==> src/rtl/dt1_pkg.sv <==
// Shared definitions for the dt1 pipeline memory arbiter: FSM state
// encoding and the transaction-owner constants.
package dt1_pkg;

    typedef enum logic [1:0] {
        IDLE = 2'd0,
        REQ  = 2'd1,
        WAIT = 2'd2
    } arb_state_e;

    localparam logic OWNER_IF = 1'b0;
    localparam logic OWNER_DM = 1'b1;

endpackage

==> src/rtl/dt1_mem_arbiter.sv <==
// Single-port memory arbiter for the dt1 pipeline.
// Serializes fetch and data requests onto one req/gnt/rvalid port with a
// single transaction outstanding. Data has strict priority over fetch.
// A fetch killed by a redirect still completes on the port, but its
// response is dropped.
//
// Handshake: in REQ, mem_req is held high with all request fields stable
// until the cycle mem_gnt is seen; the request is never withdrawn. After
// the grant, exactly one mem_rvalid cycle in WAIT completes the
// transaction; mem_rvalid in any other state is ignored.
module dt1_mem_arbiter
    import dt1_pkg::*;
#(
    parameter int AW = 32,
    parameter int DW = 32
) (
    input  logic            clk,
    input  logic            rst_n,
    // fetch side
    input  logic            if_req,
    input  logic [AW-1:0]   if_addr,
    input  logic            if_kill,
    output logic [DW-1:0]   if_rdata,
    output logic            if_valid,
    // data side
    input  logic            dm_req,
    input  logic            dm_we,
    input  logic [AW-1:0]   dm_addr,
    input  logic [DW-1:0]   dm_wdata,
    input  logic [DW/8-1:0] dm_be,
    output logic [DW-1:0]   dm_rdata,
    output logic            dm_valid,
    // stall terms for the hazard unit
    output logic            stall_if,
    output logic            stall_dm,
    // memory port
    output logic            mem_req,
    output logic            mem_we,
    output logic [AW-1:0]   mem_addr,
    output logic [DW-1:0]   mem_wdata,
    output logic [DW/8-1:0] mem_be,
    input  logic            mem_gnt,
    input  logic            mem_rvalid,
    input  logic [DW-1:0]   mem_rdata
);

    arb_state_e      state_q;
    logic            owner_q;
    logic            stale_q;
    logic            mem_req_q;
    logic            we_q;
    logic [AW-1:0]   addr_q;
    logic [DW-1:0]   wdata_q;
    logic [DW/8-1:0] be_q;

    logic            in_wait;
    logic            resp_fire;

    // Arbitration FSM with registered request fields and owner/stale flags
    always_ff @(posedge clk or negedge rst_n) begin
        if (!rst_n) begin
            state_q   <= IDLE;
            owner_q   <= OWNER_IF;
            stale_q   <= 1'b0;
            mem_req_q <= 1'b0;
            we_q      <= 1'b0;
            addr_q    <= '0;
            wdata_q   <= '0;
            be_q      <= '0;
        end else begin
            case (state_q)
                IDLE: begin
                    stale_q <= 1'b0;
                    if (dm_req) begin
                        owner_q   <= OWNER_DM;
                        we_q      <= dm_we;
                        addr_q    <= dm_addr;
                        wdata_q   <= dm_wdata;
                        be_q      <= dm_be;
                        mem_req_q <= 1'b1;
                        state_q   <= REQ;
                    end else if (if_req) begin
                        owner_q   <= OWNER_IF;
                        we_q      <= 1'b0;
                        addr_q    <= if_addr;
                        wdata_q   <= '0;
                        be_q      <= '1;
                        mem_req_q <= 1'b1;
                        state_q   <= REQ;
                    end
                end
                REQ: begin
                    if (if_kill && owner_q == OWNER_IF) begin
                        stale_q <= 1'b1;
                    end
                    if (mem_gnt) begin
                        mem_req_q <= 1'b0;
                        state_q   <= WAIT;
                    end
                end
                WAIT: begin
                    if (if_kill && owner_q == OWNER_IF) begin
                        stale_q <= 1'b1;
                    end
                    // Completion wins over a same-cycle kill: stale clears on entry to IDLE.
                    if (mem_rvalid) begin
                        stale_q <= 1'b0;
                        state_q <= IDLE;
                    end
                end
                default: begin
                    mem_req_q <= 1'b0;
                    stale_q   <= 1'b0;
                    state_q   <= IDLE;
                end
            endcase
        end
    end

    // Completion decode and combinational stall terms
    always_comb begin
        in_wait   = (state_q == WAIT);
        resp_fire = mem_rvalid && in_wait;
        if_valid  = resp_fire && (owner_q == OWNER_IF) && !stale_q && !if_kill;
        dm_valid  = resp_fire && (owner_q == OWNER_DM);
        if_rdata  = mem_rdata;
        dm_rdata  = mem_rdata;
        stall_if  = if_req && !if_valid;
        stall_dm  = dm_req && !dm_valid;
    end

    assign mem_req   = mem_req_q;
    assign mem_we    = we_q;
    assign mem_addr  = addr_q;
    assign mem_wdata = wdata_q;
    assign mem_be    = be_q;

endmodule

==> config.mk <==
export PLATFORM = sky130hd
export DESIGN_NAME = dt1_mem_arbiter
export DESIGN_NICKNAME = d
export VERILOG_FILES = /design/src/rtl/dt1_pkg.sv /design/src/rtl/dt1_mem_arbiter.sv
export SDC_FILE = /design/constraint.sdc
export NUM_CORES = 1
export LEC_CHECK = 0
export CAP_MARGIN = 20
export CORE_ASPECT_RATIO = 2
export CORE_MARGIN = 2
export CORE_UTILIZATION = 31
export CTS_CLUSTER_DIAMETER = 120
export DETAILED_ROUTE_END_ITERATION = 8
export PLACE_DENSITY_LB_ADDON = 0.25
export SLEW_MARGIN = 25
export SYNTH_ARGS = -nofsm -noshare
export SYNTH_HDL_FRONTEND = slang
export SYNTH_SLANG_ARGS = --single-unit
export TNS_END_PERCENT = 100
==> constraint.sdc <==
create_clock -name clk -period 1.45 [get_ports clk]
set_input_delay 0.145 -clock clk [delete_from_list [all_inputs] [get_ports clk]]
set_output_delay 0.145 -clock clk [all_outputs]
set_load 0.05 [all_outputs]
==> results.yml <==
outcome:
  outcome: "complete, but fails checks"
  violations: "negative setup slack"
power:
  ir_drop_worst_case_vdd_v: 0.00135
  power-per-cell-area_mw_per_mm2: 2540
  power_leakage_uw: 0.00283
  total_power_uw: 14800
global_route:
  grt_usage_pct: 16.2
  antenna_violations_before_repair: 0
  largest_net_degree_at_the_start_of_global_routing: 53
  grt_overflow: 0
  via_count_of_the_first_global_routing_pass: 3172
  grt_pass1_wl_um: 15800
critical_path:
  critical-path-top-delay-family: "flip-flops"
  worst-endpoint-required_ps: 1650
  reg2regPathDepth: 6
  timing.rr.end: "state_q[1]"
  r2r_start: "state_q[1]"
  path_buf_inv: 2
  standard_cell_with_the_maximum_stage_delay_on_the_critical_path: "sky130_fd_sc_hd__dfrtp_2"
  critical_path.most_common_cell: "sky130_fd_sc_hd__buf_4"
  ff2ff_setup_slack_ps: -220
  crit_path_cell_trace: "ha_4 > buf_4 > buf_4 > nor2b_1 > a211oi_2 > mux2_4"
  worstSetupEndpointType: "register"
  worstSetupStartpointType: "register"
  cp_data_arrival_time_ps: 1870
  criticalPathCategory: "register to register"
  worstPathMaxFanout: 3
  worst_path_largest_cell_delay_ps: 450
synth:
  synthesis.nets: 540
  ys_warn_count: 0
  synthDistinctLibCells: 23
  fraction_of_the_yosys_area_taken_by_sequential_cells_pct: 49.8
  synthCells: 396
  synth.ff_latch_count: 74
  synth.cell_area_mm2: 0.00372
  post_synth.cell_area_avg_um2: 9.40
timing:
  slew-limit-headroom_pct: 61.5
  time_the_worst_path_needs_with_i_o_delays_and_setup_ps: 1670
  clock-skew-final_ps: 9.85
  timing_max_transition_violations_final: 0
  setup_tns_ps: -7130
  maxClockFrequency_mhz: 600
  hold_viol: 0
  setup_viol: 78
  worstMarginPinSlew_ps: 576
  hold_ws_ps: 169
  final_worst_path_cycle_share_pct: 115
  grt_setup_unrepaired: "yes"
  final_worst_setup_slack_ps: -217
floorplanning:
  std_cell_rows: 56
  dieArea_mm2: 0.0129
  design.core.area_mm2: 0.0117
  fp.dieW_um: 81.5
  initial_util_pct: 31.8
  num_io_pins: 278
  die_y_um: 159
detailed_routing:
  met3_wirelength_um: 716
  via_density_per_instance: 4.66
  wirelength_um: 11500
  drt-wirelength-per-cell_um: 16.7
  vias: 3194
  detailedRoute.firstPassIterationCount: 4
  wl_met1_um: 3330
  route.top_layer_used: "met4"
  antenna_left: 0
  detailroute.wirelength.met2_um: 6740
  count_of_unresolved_drc_violations_after_routing: 0
  dr.first_iter.drc_count: 110
cells_and_area:
  nets: 679
  filler_cell_count: 1118
  final_design_utilization_pct: 49.7
  drive_gt1_share_pct: 28.0
  area_growth_pct: 56.3
  n_antenna_cell: 0
min_path:
  timing.hold.worst_path_depth: 3
  worstHoldEndpoint: "mem_wdata[8]"
  worst_hold_startpoint: "dm_req"
  worstHoldPathType: "primary input to register"
clock_network:
  clockRootBuffer: "sky130_fd_sc_hd__clkbuf_16"
  clk-insertion-delay-late_ps: 330
  htreeDepth: 3
  cts_tree: "done"
  clockBufferDepth: 2
  cts-buffers-inserted: 9
  clock_sink_count: 74
  path_clk_slew_ps: 60
place:
  weighted_congestion_at_the_end_of_routability_driven_global_placement: 0.785
  detailedPlacementHpwl_um: 8100
  portBuffers: 181
  preCtsSetupSlack_ps: -113
job:
  cap_violations: 0
[metrics by stage]
stage	cells	area, um2
final	685	5820
after detailed placement	652	5160
after floorplan	396	3760
after global routing	685	5820
after CTS	672	5560
after global placement	652	5160
[timing repair]
action | 4_1_cts | 5_1_grt
cloned | 1 | 6
endpoints found under the hold margin | 21 | 0
resized for setup | 9 | 62
hold buffers | 1 | 0
endpoints found under the setup margin | 38 | 59
pin swaps | 2 | 3
buffers inserted | 2 | 9
[worst register-to-register path, stage by stage, from the launching register on]
cell	delay, ps
sky130_fd_sc_hd__dfrtp_2	450
sky130_fd_sc_hd__ha_4	190
sky130_fd_sc_hd__buf_4	120
sky130_fd_sc_hd__buf_4	130
sky130_fd_sc_hd__nor2b_1	150
sky130_fd_sc_hd__a211oi_2	180
sky130_fd_sc_hd__mux2_4	330
[worst max-delay path by stage]
| stage | end | depth (start not counted) | slack [ps] | startpoint |
|---|---|---|---|---|
| final | state_q[1] | 6 | -220 | state_q[1] |
| after global routing | stall_if | 7 | -270 | state_q[0] |
| after floorplan | stall_if | 5 | -370 | state_q[0] |
| after detailed placement | if_valid | 6 | -110 | state_q[0] |
| after global placement | if_valid | 6 | -70 | state_q[0] |
| after CTS | if_valid | 6 | -250 | state_q[0] |
[metal layers]
metal / track usage, % / up-vias
met5: 0 / -
met4: 11.9 / 0
met3: 3.06 / 70
met2: 30.9 / 124
met1: 13.7 / 1484
li1: - / 1516
[cell type report]
class / count / area (um2) / share of cell area, %
timing repair buffer: 215 / 2080 / 35.8
inverter: 4 / 15.0 / 0.258
clock buffer: 12 / 246 / 4.24
clock inverter: 4 / 51.3 / 0.882
multi-input combinational: 231 / 1390 / 23.8
sequential: 74 / 1850 / 31.9
tap: 145 / 181 / 3.12
[cells in the mapped netlist]
| library cell | instances | area [um2] |
|---|---|---|
| sky130_fd_sc_hd__clkbuf_1 | 6 | 22.5 |
| sky130_fd_sc_hd__dfrtp_1 | 74 | 1850 |
| sky130_fd_sc_hd__nor2b_1 | 3 | 18.8 |
| sky130_fd_sc_hd__a21oi_1 | 1 | 5.00 |
| sky130_fd_sc_hd__o21ai_4 | 1 | 16.3 |
| sky130_fd_sc_hd__ha_1 | 4 | 50.1 |
| sky130_fd_sc_hd__o21ai_1 | 1 | 5.00 |
| sky130_fd_sc_hd__nand3_1 | 33 | 165 |
| sky130_fd_sc_hd__nand2_1 | 104 | 390 |
| sky130_fd_sc_hd__o32a_1 | 2 | 20.0 |
| sky130_fd_sc_hd__mux2i_1 | 32 | 320 |
| sky130_fd_sc_hd__buf_2 | 7 | 35.0 |
| sky130_fd_sc_hd__clkbuf_4 | 1 | 7.51 |
| sky130_fd_sc_hd__a211oi_1 | 1 | 7.51 |
| sky130_fd_sc_hd__nor2_1 | 8 | 30.0 |
| sky130_fd_sc_hd__nor4_1 | 1 | 6.26 |
| sky130_fd_sc_hd__o21ai_0 | 37 | 185 |
| sky130_fd_sc_hd__nor3_1 | 2 | 10.0 |
| sky130_fd_sc_hd__buf_6 | 2 | 22.5 |
| sky130_fd_sc_hd__buf_4 | 69 | 518 |
| sky130_fd_sc_hd__mux2_2 | 1 | 11.3 |
| sky130_fd_sc_hd__buf_1 | 2 | 7.51 |
| sky130_fd_sc_hd__inv_1 | 4 | 15.0 |
[logic make-up (layout without fill, tap and decap cells)]
logic type                 after synthesis  after routing  share of synthesized area (%)
AOI/OAI and AO/OA                       43             43                           6.42
adders and majority gates                4              4                           1.35
buffers and inverters                   91            235                           16.9
DFF                                     74             74                           49.8
muxes                                   33             33                           8.91
and+or+nand+nor                        151            151                           16.7
[state kept, by name, indices dropped and copies added (netlist names)]
name       count
mem_addr      32
mem_wdata     32
mem_be         4
state_q        2
mem_req        1
mem_we         1
owner_q        1
stale_q        1
[report_power, final]
part	internal, uW	switching [uW]
clock network	1380	832
registers	3110	640
logic	3030	5810
[placed cells by master (no fill, tap or decap), types with 2 or more instances in the layout]
master	synthesis	final
sky130_fd_sc_hd__buf_4	69	87
sky130_fd_sc_hd__nand2_4	0	3
sky130_fd_sc_hd__nor3_1	2	2
sky130_fd_sc_hd__nor2_4	0	2
sky130_fd_sc_hd__o21ai_0	37	7
sky130_fd_sc_hd__o21ai_2	0	3
sky130_fd_sc_hd__o32a_1	2	2
sky130_fd_sc_hd__nand2_1	104	93
sky130_fd_sc_hd__clkdlybuf4s50_1	0	105
sky130_fd_sc_hd__nor2_1	8	6
sky130_fd_sc_hd__nor2b_4	0	2
sky130_fd_sc_hd__buf_6	2	10
sky130_fd_sc_hd__clkbuf_1	6	2
sky130_fd_sc_hd__ha_4	0	3
sky130_fd_sc_hd__inv_2	0	2
sky130_fd_sc_hd__nand2_2	0	8
sky130_fd_sc_hd__clkbuf_16	0	13
sky130_fd_sc_hd__dfrtp_1	74	73
sky130_fd_sc_hd__buf_12	0	7
sky130_fd_sc_hd__mux2i_1	32	32
sky130_fd_sc_hd__nand3_1	33	33
sky130_fd_sc_hd__inv_1	4	2
sky130_fd_sc_hd__o21ai_1	1	28
Note: power is estimated with default switching activity, not from simulation.
